$ cat config.mk
export PLATFORM = sky130hd
export DESIGN_NAME = par2ser_gen
export DESIGN_NICKNAME = d
export VERILOG_FILES = /design/src/rtl/par2ser_pkg.sv /design/src/rtl/p2s_hold_reg.sv /design/src/rtl/par2ser_gen.sv
export SDC_FILE = /design/constraint.sdc
export NUM_CORES = 1
export LEC_CHECK = 0
export ABC_CLOCK_PERIOD_IN_PS = 1580
export CAP_MARGIN = 20
export CELL_PAD_IN_SITES_DETAIL_PLACEMENT = 2
export CELL_PAD_IN_SITES_GLOBAL_PLACEMENT = 2
export CORE_MARGIN = 2
export CORE_UTILIZATION = 30
export DETAILED_ROUTE_END_ITERATION = 12
export DONT_BUFFER_PORTS = 1
export PLACE_DENSITY_LB_ADDON = 0.1
export SYNTH_ARGS = -nofsm -noshare
export SYNTH_HDL_FRONTEND = slang
export SYNTH_SLANG_ARGS = --single-unit
$ cat constraint.sdc
create_clock -name CLK -period 1.58 [get_ports CLK]
set_clock_uncertainty 0.05 [all_clocks]
set_input_delay 0.316 -clock CLK [delete_from_list [all_inputs] [get_ports CLK]]
set_output_delay 0.316 -clock CLK [all_outputs]
set_load 0.03 [all_outputs]
$ cat src/rtl/par2ser_pkg.sv
// rtl/par2ser_pkg.sv - shared types and constants for the parallel-to-serial converter
// Purpose: FSM state encoding and the K28.5 comma symbols used as idle filler.
// Ports: none (package).
package par2ser_pkg;

  typedef enum logic {
    S_START = 1'b0,
    S_RUN   = 1'b1
  } state_t;

  localparam logic [9:0] K28_5_RDN = 10'b0011111010;
  localparam logic [9:0] K28_5_RDP = 10'b1100000101;

endpackage

$ cat src/rtl/p2s_hold_reg.sv
// rtl/p2s_hold_reg.sv - one-entry holding buffer in front of the shifter
// Purpose: stores one symbol accepted while the shifter is busy.
// Ports:
//   clk, rst     clock, synchronous active-high reset (empties the buffer)
//   push, din    write din into the buffer
//   pop          release the stored entry to the shifter
//   dout, full   stored entry and its occupancy flag
// push and pop together replace the entry and leave the buffer full.
module p2s_hold_reg
  import par2ser_pkg::*;
#(
  parameter int WIDTH = 10
) (
  input  logic             clk,
  input  logic             rst,
  input  logic             push,
  input  logic             pop,
  input  logic [WIDTH-1:0] din,
  output logic [WIDTH-1:0] dout,
  output logic             full
);

  logic [WIDTH-1:0] data_q, data_d;
  logic             full_q, full_d;

  always_comb begin
    data_d = data_q;
    full_d = full_q;
    if (push) begin
      data_d = din;
      full_d = 1'b1;
    end else if (pop) begin
      full_d = 1'b0;
    end
  end

  always_ff @(posedge clk) begin
    if (rst) begin
      data_q <= '0;
      full_q <= 1'b0;
    end else begin
      data_q <= data_d;
      full_q <= full_d;
    end
  end

  assign dout = data_q;
  assign full = full_q;

endmodule

$ cat src/rtl/par2ser_gen.sv
// rtl/par2ser_gen.sv - gapless parallel-to-serial converter with idle insertion
// Purpose: takes WIDTH-bit symbols over valid/ready and shifts them out one bit
// per clock; inserts IDLE_WORD whenever no symbol is ready at a word boundary.
// Ports:
//   CLK, RESET   clock, synchronous active-high reset
//   DATA_IN      parallel symbol, qualified by VALID_IN
//   READY_OUT    symbol is accepted on an edge where VALID_IN & READY_OUT
//   SERIAL_OUT   serial bit stream
//   SYM_START    first bit of every emitted word
//   IDLE_OUT     current word is the inserted idle symbol
module par2ser_gen
  import par2ser_pkg::*;
#(
  parameter int               WIDTH     = 10,
  parameter bit               MSB_FIRST = 1'b1,
  parameter logic [WIDTH-1:0] IDLE_WORD = WIDTH'(K28_5_RDN)
) (
  input  logic             CLK,
  input  logic             RESET,
  input  logic [WIDTH-1:0] DATA_IN,
  input  logic             VALID_IN,
  output logic             READY_OUT,
  output logic             SERIAL_OUT,
  output logic             SYM_START,
  output logic             IDLE_OUT
);

  localparam int              CNT_W    = $clog2(WIDTH);
  localparam logic [CNT_W-1:0] LAST_CNT = CNT_W'(WIDTH - 1);

  state_t           state_q, state_d;
  logic [CNT_W-1:0] bit_cnt_q, bit_cnt_d;
  logic [WIDTH-1:0] shifter_q, shifter_d;
  logic             idle_q, idle_d;

  logic             load_now;
  logic             accept;
  logic             hold_push;
  logic             hold_pop;
  logic             hold_full;
  logic [WIDTH-1:0] hold_data;

  assign load_now  = (state_q == S_START) || ((state_q == S_RUN) && (bit_cnt_q == LAST_CNT));
  assign READY_OUT = ~RESET & (~hold_full | load_now);
  assign accept    = VALID_IN & READY_OUT;

  // An accept goes straight to the shifter only when loading with an empty
  // hold register; otherwise it is parked in the hold register.
  assign hold_pop  = load_now & hold_full;
  assign hold_push = accept & (hold_full | ~load_now);

  p2s_hold_reg #(
    .WIDTH(WIDTH)
  ) u_hold (
    .clk  (CLK),
    .rst  (RESET),
    .push (hold_push),
    .pop  (hold_pop),
    .din  (DATA_IN),
    .dout (hold_data),
    .full (hold_full)
  );

  always_comb begin
    state_d   = state_q;
    bit_cnt_d = bit_cnt_q;
    shifter_d = shifter_q;
    idle_d    = idle_q;
    if (load_now) begin
      state_d   = S_RUN;
      bit_cnt_d = '0;
      if (hold_full) begin
        shifter_d = hold_data;
        idle_d    = 1'b0;
      end else if (accept) begin
        shifter_d = DATA_IN;
        idle_d    = 1'b0;
      end else begin
        shifter_d = IDLE_WORD;
        idle_d    = 1'b1;
      end
    end else begin
      bit_cnt_d = bit_cnt_q + CNT_W'(1);
      if (MSB_FIRST) begin
        shifter_d = {shifter_q[WIDTH-2:0], 1'b0};
      end else begin
        shifter_d = {1'b0, shifter_q[WIDTH-1:1]};
      end
    end
  end

  always_ff @(posedge CLK) begin
    if (RESET) begin
      state_q   <= S_START;
      bit_cnt_q <= '0;
      shifter_q <= '0;
      idle_q    <= 1'b0;
    end else begin
      state_q   <= state_d;
      bit_cnt_q <= bit_cnt_d;
      shifter_q <= shifter_d;
      idle_q    <= idle_d;
    end
  end

  assign SERIAL_OUT = MSB_FIRST ? shifter_q[WIDTH-1] : shifter_q[0];
  assign SYM_START  = (state_q == S_RUN) && (bit_cnt_q == '0);
  assign IDLE_OUT   = idle_q;

endmodule

# Yosys cells after proc, flatten, opt, wreduce, memory -nomap -nowiden
# Index checks and enable logic that the tools add are counted.
[totals] output_inout_bits=4 in_bits=13 register_bits=27 elab_cells=33
[op_classes] n_eq_ne=1 n_addsub=1 reduce_logical=7 n_mux=7 bitwise=10
[ops] operator="2-to-1 mux 10 bit" count=3
[ops] operator="adder 4 x 1 -> 4 bit, second input constant" count=1
[ops] operator="bitwise AND 1 bit" count=4
[ops] operator="equality test 4 bit, second input constant" count=1
[ops] operator="logical NOT 4 bit" count=1
[ops] operator="2-to-1 mux 1 bit" count=4
[ops] operator="inverter 1 bit" count=4
[ops] operator="OR reduction 2 bit" count=2
[ops] operator="logical AND 1 bit" count=2
[ops] operator="bitwise OR 1 bit" count=2
[ops] operator="nonzero test 2 bit" count=1
[ops] operator="logical OR 1 bit" count=1

# Longest topological paths before layout
# Gate-level depths: netlist of the first run.
[depth] depth_word=9 ltp_mapped=7 ltp_nobuf=6

# Modules after synthesis
# From an unflattened synthesis of the first run, not the netlist that was laid out.
[unflattened] cells_unflattened=126 hier_area_um2=1246.2
[modules_own_cells] module="par2ser_gen" cells_each=90 area_each_um2=857.1 n_inst=1
[modules_own_cells] module="p2s_hold_reg" cells_each=36 area_each_um2=389.1 n_inst=1

# Worst setup path before layout of the first run
# No wires, ideal clock.
[synth_path] path_type="reg-to-output" from="reg bit_cnt_q[0]" to="out READY_OUT" stages_incl_launch_ff=6 path_slack_ps=-229 path_buffers=1 arrival_ps=1443 path_cell_list="dfxtp_1 ha_1 nand3b_4 and2_4 buf_6 a21oi_1"
[synth_between] elab_chain_len=5
[synth_rtl] element="start, declared" line_no="par2ser_gen.sv:32" source="logic [CNT_W-1:0] bit_cnt_q, bit_cnt_d;"
[synth_rtl] element="start signal, assigned" line_no="par2ser_gen.sv:100" source="bit_cnt_q <= bit_cnt_d;"
[synth_rtl] element="equality test 4 bit" line_no="par2ser_gen.sv:43" source="assign load_now = (state_q == S_START) || ((state_q == S_RUN) && (bit_cnt_q == LAST_CNT));"
[synth_rtl] element="logical AND 1 bit" line_no="par2ser_gen.sv:43"
[synth_rtl] element="logical OR 1 bit" line_no="par2ser_gen.sv:43"
[synth_rtl] element="bitwise OR 1 bit" line_no="par2ser_gen.sv:44" source="assign READY_OUT = ~RESET & (~hold_full | load_now);"
[synth_rtl] element="bitwise AND 1 bit" line_no="par2ser_gen.sv:44"
[synth_rtl] element="end, declared" line_no="par2ser_gen.sv:22" source="output logic READY_OUT,"
# No other way between the ends.

# Worst setup path in the final report of the first run
[layout_path] from="reg bit_cnt_q[1]" to="out READY_OUT"
# Same word-level chain as after synthesis.

==> results of run 1 <==
[critical path: cells and delay by family (launching register included)]
| family | cells | cell delay, ns |
|---|---|---|
| AO/OA/AOI/OAI | 1 | 0.25 |
| adder cells (fa/ha/maj) | 1 | 0.14 |
| buffers and inverters | 1 | 0.08 |
| flip-flops | 1 | 0.35 |
| AND/OR/NAND/NOR | 2 | 0.27 |
[per-stage QoR]
stage / area, µm² / total power [mW]
after floorplan: 1190 / 0.887
after global placement: 1280 / 0.926
after detailed placement: 1280 / 0.934
after CTS: 1420 / 1.37
after global routing: 1480 / 1.44
final: 1480 / 1.37
[cells in the final DEF, fill, tap and decap left out, drive strengths merged]
cell type	count
a211oi	9
inv	4
and2	1
o21ai	8
buf	17
or3	1
xor2	1
nand3b	1
nand3	1
nor3	7
xnor2	1
a21oi	4
mux2i	10
nor2	15
nand4	1
dfxtp	27
ha	3
clkbuf	4
nand2	30
and4bb	1
and3	5
[where the power goes]
part / total [mW] / switching (mW) / internal [mW]
Sequential: 0.748 / 0.0270 / 0.721
Combinational: 0.211 / 0.114 / 0.0971
Clock: 0.414 / 0.232 / 0.182
Total: 1.37 / 0.373 / 1.00
[state kept, by name, summed over array words and instances (netlist names)]
register,count
shifter_q,10
u_hold.dout,10
bit_cnt_q,4
IDLE_OUT,1
state_q,1
u_hold.full,1
[cell type report]
type                    count  area share
well taps                  48      0.0407
multi-input cells          99       0.444
repair buffers             17       0.105
flip-flops and latches     27       0.368
clock buffers               4      0.0305
inverters                   4      0.0119
[repair_timing]
| action | in CTS | in global routing |
|---|---|---|
| pin swaps | 4 | 3 |
| cloned | 0 | 0 |
| buffers inserted | 7 | 2 |
| endpoints found under the setup margin | 13 | 18 |
| resized for setup | 11 | 11 |
[cell families after synthesis]
| logic type | Yosys count | share of synthesized area |
|---|---|---|
| muxes | 10 | 0.0846 |
| and+or+nand+nor | 63 | 0.248 |
| DFF | 27 | 0.457 |
| buffers and inverters | 14 | 0.0560 |
| adders and majority gates | 3 | 0.0317 |
| AOI/OAI and AO/OA | 21 | 0.108 |
| xor gates and xnor gates | 2 | 0.0148 |
[synthesized netlist by cell type]
library cell / n
xnor2_1: 1
inv_1: 4
and4bb_2: 1
nor3_1: 7
clkbuf_1: 6
mux2i_1: 10
nor2_1: 15
and2_4: 1
nand3_1: 1
o21ai_0: 8
ha_1: 3
buf_4: 1
dfxtp_1: 27
xor2_1: 1
nand4_1: 1
nand2_1: 30
and3_1: 5
buf_6: 1
a211oi_1: 9
buf_2: 2
nand3b_4: 1
a21oi_1: 4
or3_1: 1
[per-layer routing]
metal,part of all wire,vias to the layer above
met4,0.0085,0
met1,0.46,498
met5,0,-
li1,-,490
met3,0.036,5
met2,0.49,11
[final timing paths]
check                              start                          end  slack (ns)  cells past startpoint
max              bit_cnt_q[1]$_SDFF_PP0_                    READY_OUT       -0.14                      5
min                                RESET        IDLE_OUT$_SDFFE_PP0N_        0.04                      1
max reg2reg      bit_cnt_q[1]$_SDFF_PP0_        IDLE_OUT$_SDFFE_PP0N_       -0.12                      8
min reg2reg  u_hold.dout[7]$_SDFFE_PP0P_  u_hold.dout[7]$_SDFFE_PP0P_        0.41                      2
==> run metrics, run 1 <==
status=finished with violations; violated checks=setup timing; met1 Use GR=0.203; clock transition at the registers of the reported paths=roughly 0.09 ns; post-synthesis sequential area ratio=0.457; Die W=approximately 67 µm; grt peak-use layer=met2; root buffer cell=clkbuf_8; Post-Syn Instances=140; Setup CP Type=reg -> out; Die Footprint=0.00446 mm²; met3 Use GR=0.0473; maximum clock insertion buffer count=2; Overall Global Routing Usage=0.154; Storage cell area=between 500 and 600 µm²; Vias/cell=~5.0; vias in the first global route=approximately 1000; total gr overflow=0; final count of hold timing violations=0; Tmin final=between 1.5 and 2 ns; Final WS setup=-0.140 ns; DRT Wirelength=about 3400 µm; Avg Inst Size Synth=between 8 and 9 µm²; H-tree depth=1; Final Non-Filler Cells=approximately 200; Remaining DRCs=0; Final HPWL DP=around 2100 µm; met2 Use GR=0.248; Max Slew Vio Count=0; vias=about 1000; row cnt=22; worst path cell trace=inv_2 > ha_4 > nand3b_4 > and2_4 > a21oi_4; Area contributors post-synth=dfxtp_1 46%, nand2_1 9.5%, mux2i_1 8.5%, a211oi_1 5.7%, nor2_1 4.8%; Die H=approximately 67 µm; crit path DAT=between 1 and 1.5 ns; worst hold slack=0.0393 ns; setup_tns=-0.664 ns; Yosys top cell area share=0.457; layout cells sized above 1=0.232; max-cap viol count=0; Achievable Freq=around 0.58 GHz; Layout Utilization=0.397; largest net degree at the start of global routing=23; VDD IR max=0.000387 V; area added between synthesis and finish=24.6%; worst skew pair latency=slightly below 0.3 ns; Yosys top cell by area=dfxtp_1; Pwr Density=roughly 930 mW/mm²; HP Class=in -> reg; flops & latches, synth=27; antenna viol nets, final=0; cts bufs inserted=3; Starting Density=0.319; Place WS=-0.0743 ns; first-pass GRT wire length=~5000 µm; hold_buf cts=0; CP Max Fanout=2; dpl cells=~190; worst stage delay on the critical path=approximately 0.35 ns; CP required=1.21 ns; RSZ-0062 raised after global routing=yes; Syn Nets=around 160; Synthesis Warnings=0; multi-input logic area=654 µm²; slowest cell on the critical path=dfxtp_2; Worst Max-Slew Pin Slew=about 0.34 ns; CTS tree=yes; diode count=0; routability-driven placement congestion ratio=just under 0.7; leakage=around 0.61 nW; max_slew headroom=0.770; Buffers on Ports=0; synthesized area=0.00118 mm²; CTS sink cnt=27; Core Box Area=roughly 0.0037 mm²; final setup vio count=12; Nets=approximately 170; DR iter-0 viols=25; Distinct cells, synth=23; nature of the critical path startpoint=flip-flop; crit share post-route=1.09; # fillers=428; Top Ports=17; initial antenna violation count=0; post-DR wirelength/cell=around 17 µm; CP Capture Type=output port; Pre-Repair DR Iteration Count=4
(Power assumes the default switching activity.)
==> inputs of run 2 (changes only) <==
--- a/config.mk
+++ b/config.mk
@@ -10,7 +10,8 @@
 export CELL_PAD_IN_SITES_DETAIL_PLACEMENT = 2
 export CELL_PAD_IN_SITES_GLOBAL_PLACEMENT = 2
 export CORE_MARGIN = 2
-export CORE_UTILIZATION = 30
+export CORE_UTILIZATION = 36
+export CTS_CLUSTER_SIZE = 10
 export DETAILED_ROUTE_END_ITERATION = 12
 export DONT_BUFFER_PORTS = 1
 export PLACE_DENSITY_LB_ADDON = 0.1
==> run metrics, run 2 (synthesis gave the netlist of run 1 again) <==
routability-driven placement congestion ratio=0.708 (was 0.686); total gr overflow=0 (unchanged); R2R Path End=u_hold.dout[5]$_SDFFE_PP0P_ (was IDLE_OUT$_SDFFE_PP0N_); Final WS setup=-0.182 ns (was -0.140 ns); CP Capture Type=output port (unchanged); Remaining DRCs=0 (unchanged); CTS sink cnt=27 (unchanged); R2R cell count=9 (was 8); cell area after layout=0.00147 mm² (was 0.00148 mm²); Power, Total=1.28 mW (was 1.37 mW); Starting Density=0.381 (was 0.319); Pwr Density=869 mW/mm² (was 931 mW/mm²); Crit Reg-Reg Startpoint=bit_cnt_q[1]$_SDFF_PP0_ (unchanged); Worst Hold Launch=DATA_IN[0] (was RESET); P_int=0.919 mW (was 1.00 mW); Nets=165 (was 168); post-DR wirelength/cell=16.3 µm (was 17.1 µm); maximum clock insertion buffer count=2 (unchanged); vias in the first global route=992 (was 1048); root buffer cell=clkbuf_4 (was clkbuf_8); DR iter-0 viols=13 (was 25); clock transition at the registers of the reported paths=0.14 ns (was 0.09 ns); Overall Global Routing Usage=0.181 (was 0.154); Die Footprint=0.00376 mm² (was 0.00446 mm²); Min-Delay Endpoint=u_hold.dout[0]$_SDFFE_PP0P_ (was IDLE_OUT$_SDFFE_PP0N_); sw frac=0.281 (was 0.272); layout cells sized above 1=0.236 (was 0.232); CTS tree=yes (unchanged); setup_tns=-1.72 ns (was -0.664 ns); max_slew headroom=0.576 (was 0.770); Top Ports=17 (unchanged); HP Class=in -> reg (unchanged); Layout Utilization=0.475 (was 0.397); largest net degree at the start of global routing=23 (unchanged); worst skew pair latency=0.33 ns (was 0.29 ns); crit path DAT=1.40 ns (was 1.35 ns); Buffers on Ports=0 (unchanged); Hold Path Depth=2 (was 1); Max Slew Vio Count=0 (unchanged); nature of the critical path startpoint=flip-flop (unchanged); initial antenna violation count=0 (unchanged); status=finished with violations (unchanged); most frequent cells in the layout=30 x nand2_1, 25 x dfxtp_1, 15 x nor2_1, 10 x mux2i_1, 8 x buf_4 (was 30 x nand2_1, 25 x dfxtp_1, 15 x nor2_1, 12 x buf_4, 10 x mux2i_1); Vias/cell=5.02 (was 5.05); Achievable Freq=0.567 GHz (was 0.581 GHz); Setup CP Type=reg -> out (unchanged); CP Max Fanout=2 (unchanged); area added between synthesis and finish=24.4% (was 24.6%); row cnt=20 (was 22); final setup vio count=13 (was 12); RSZ-0062 raised after global routing=yes (unchanged); most common cell after layout, fill and taps aside=nand2_1 (unchanged); Core Box Area=0.00310 mm² (was 0.00372 mm²); Pre-Repair DR Iteration Count=2 (was 4); VDD IR max=0.000370 V (was 0.000387 V); Clock Power Share=0.242 (was 0.301); Die W=61.3 µm (was 66.8 µm); crit share post-route=1.12 (was 1.09); diode count=0 (unchanged); DRT Wirelength=3140 µm (was 3400 µm); vias=964 (was 1004); final count of hold timing violations=0 (unchanged); CP required=1.21 ns (about the same); Tmin final=1.76 ns (was 1.72 ns); Final HPWL DP=2020 µm (was 2140 µm); H-tree depth=1 (unchanged); part of the power in combinational logic=0.173 (was 0.154); Die H=61.3 µm (was 66.8 µm); Worst Max-Slew Pin Slew=0.636 ns (was 0.344 ns); cts bufs inserted=3 (unchanged); leakage=0.596 nW (was 0.614 nW); Cell Area, Placed=0.00124 mm² (was 0.00128 mm²); antenna viol nets, final=0 (unchanged); first-pass GRT wire length=4840 µm (was 5150 µm); violated checks=setup timing (unchanged); sequential share of power=0.585 (was 0.545); worst hold slack=0.0516 ns (was 0.0393 ns); Switch Pwr=0.360 mW (was 0.373 mW); R2R setup slack=-0.16 ns (was -0.12 ns); max-cap viol count=0 (unchanged)
## run 2: cell types whose count changed in the layout (fill, tap and decap cells not counted), sizes merged
cell         before  now
dlygate4sd3       0    1
buf              17   13
## run 2: layer usage
| layer | vias up | global-route usage | share of wire |
|---|---|---|---|
| met1 | 462 | 0.245 | 0.47 |
| li1 | 485 | - | - |
| met3 | 5 | 0.0378 | 0.036 |
| met5 | - | 0 | 0 |
| met2 | 12 | 0.289 | 0.47 |
| met4 | 0 | 0.0638 | 0.018 |
## run 2: power groups by stage
stage	registers, mW	clock network, mW	logic, mW
2_1_floorplan	0.757	0	0.130
3_3_place_gp	0.759	0	0.155
3_5_place_dp	0.761	0	0.162
4_1_cts	0.747	0.319	0.191
5_1_grt	0.754	0.363	0.244
6_report	0.749	0.310	0.221
## run 2: worst max-delay path: stages, from the launching register on
cell and delay, ns:
dfxtp_2 0.35, inv_2 0.07, ha_4 0.14, nand3b_4 0.07, and2_4 0.18, a21oi_4 0.25
## run 2: cell type report
| cell class | instances | area, µm² |
|---|---|---|
| Clock buffer | 4 | 26.3 |
| Fill cell | 359 | 1630 |
| Inverter | 4 | 15.0 |
| Multi-Input combinational cell | 99 | 689 |
| Sequential cell | 27 | 543 |
| Tap cell | 44 | 55.1 |
| Timing Repair Buffer | 14 | 144 |
## run 2: metrics by stage
step                      setup WS (ns)  instances
after floorplan                  0.0304        140
after global placement           0.0482        178
after detailed placement        -0.0700        178
after CTS                        -0.194        188
after global routing             -0.275        192
final                            -0.182        192
## run 2: worst max-delay path by stage
| stage | startpoint | to | slack [ns] |
|---|---|---|---|
| floorplan | bit_cnt_q[0]$_SDFF_PP0_ | READY_OUT | 0.03 |
| detailed placement | bit_cnt_q[1]$_SDFF_PP0_ | u_hold.dout[5]$_SDFFE_PP0P_ | -0.07 |
| CTS | bit_cnt_q[1]$_SDFF_PP0_ | READY_OUT | -0.19 |
| global route | bit_cnt_q[1]$_SDFF_PP0_ | READY_OUT | -0.28 |
| finish | bit_cnt_q[1]$_SDFF_PP0_ | READY_OUT | -0.18 |
| global placement | bit_cnt_q[1]$_SDFF_PP0_ | u_hold.dout[8]$_SDFFE_PP0P_ | 0.05 |
## run 2: what timing repair did
action,4_1_cts,5_1_grt
gates cloned,1,0
buffers inserted,4,4
pin swaps,4,5
hold buffers,1,0
setup endpoints to repair,13,16
endpoints found under the hold margin,15,0
gates resized for setup,14,15
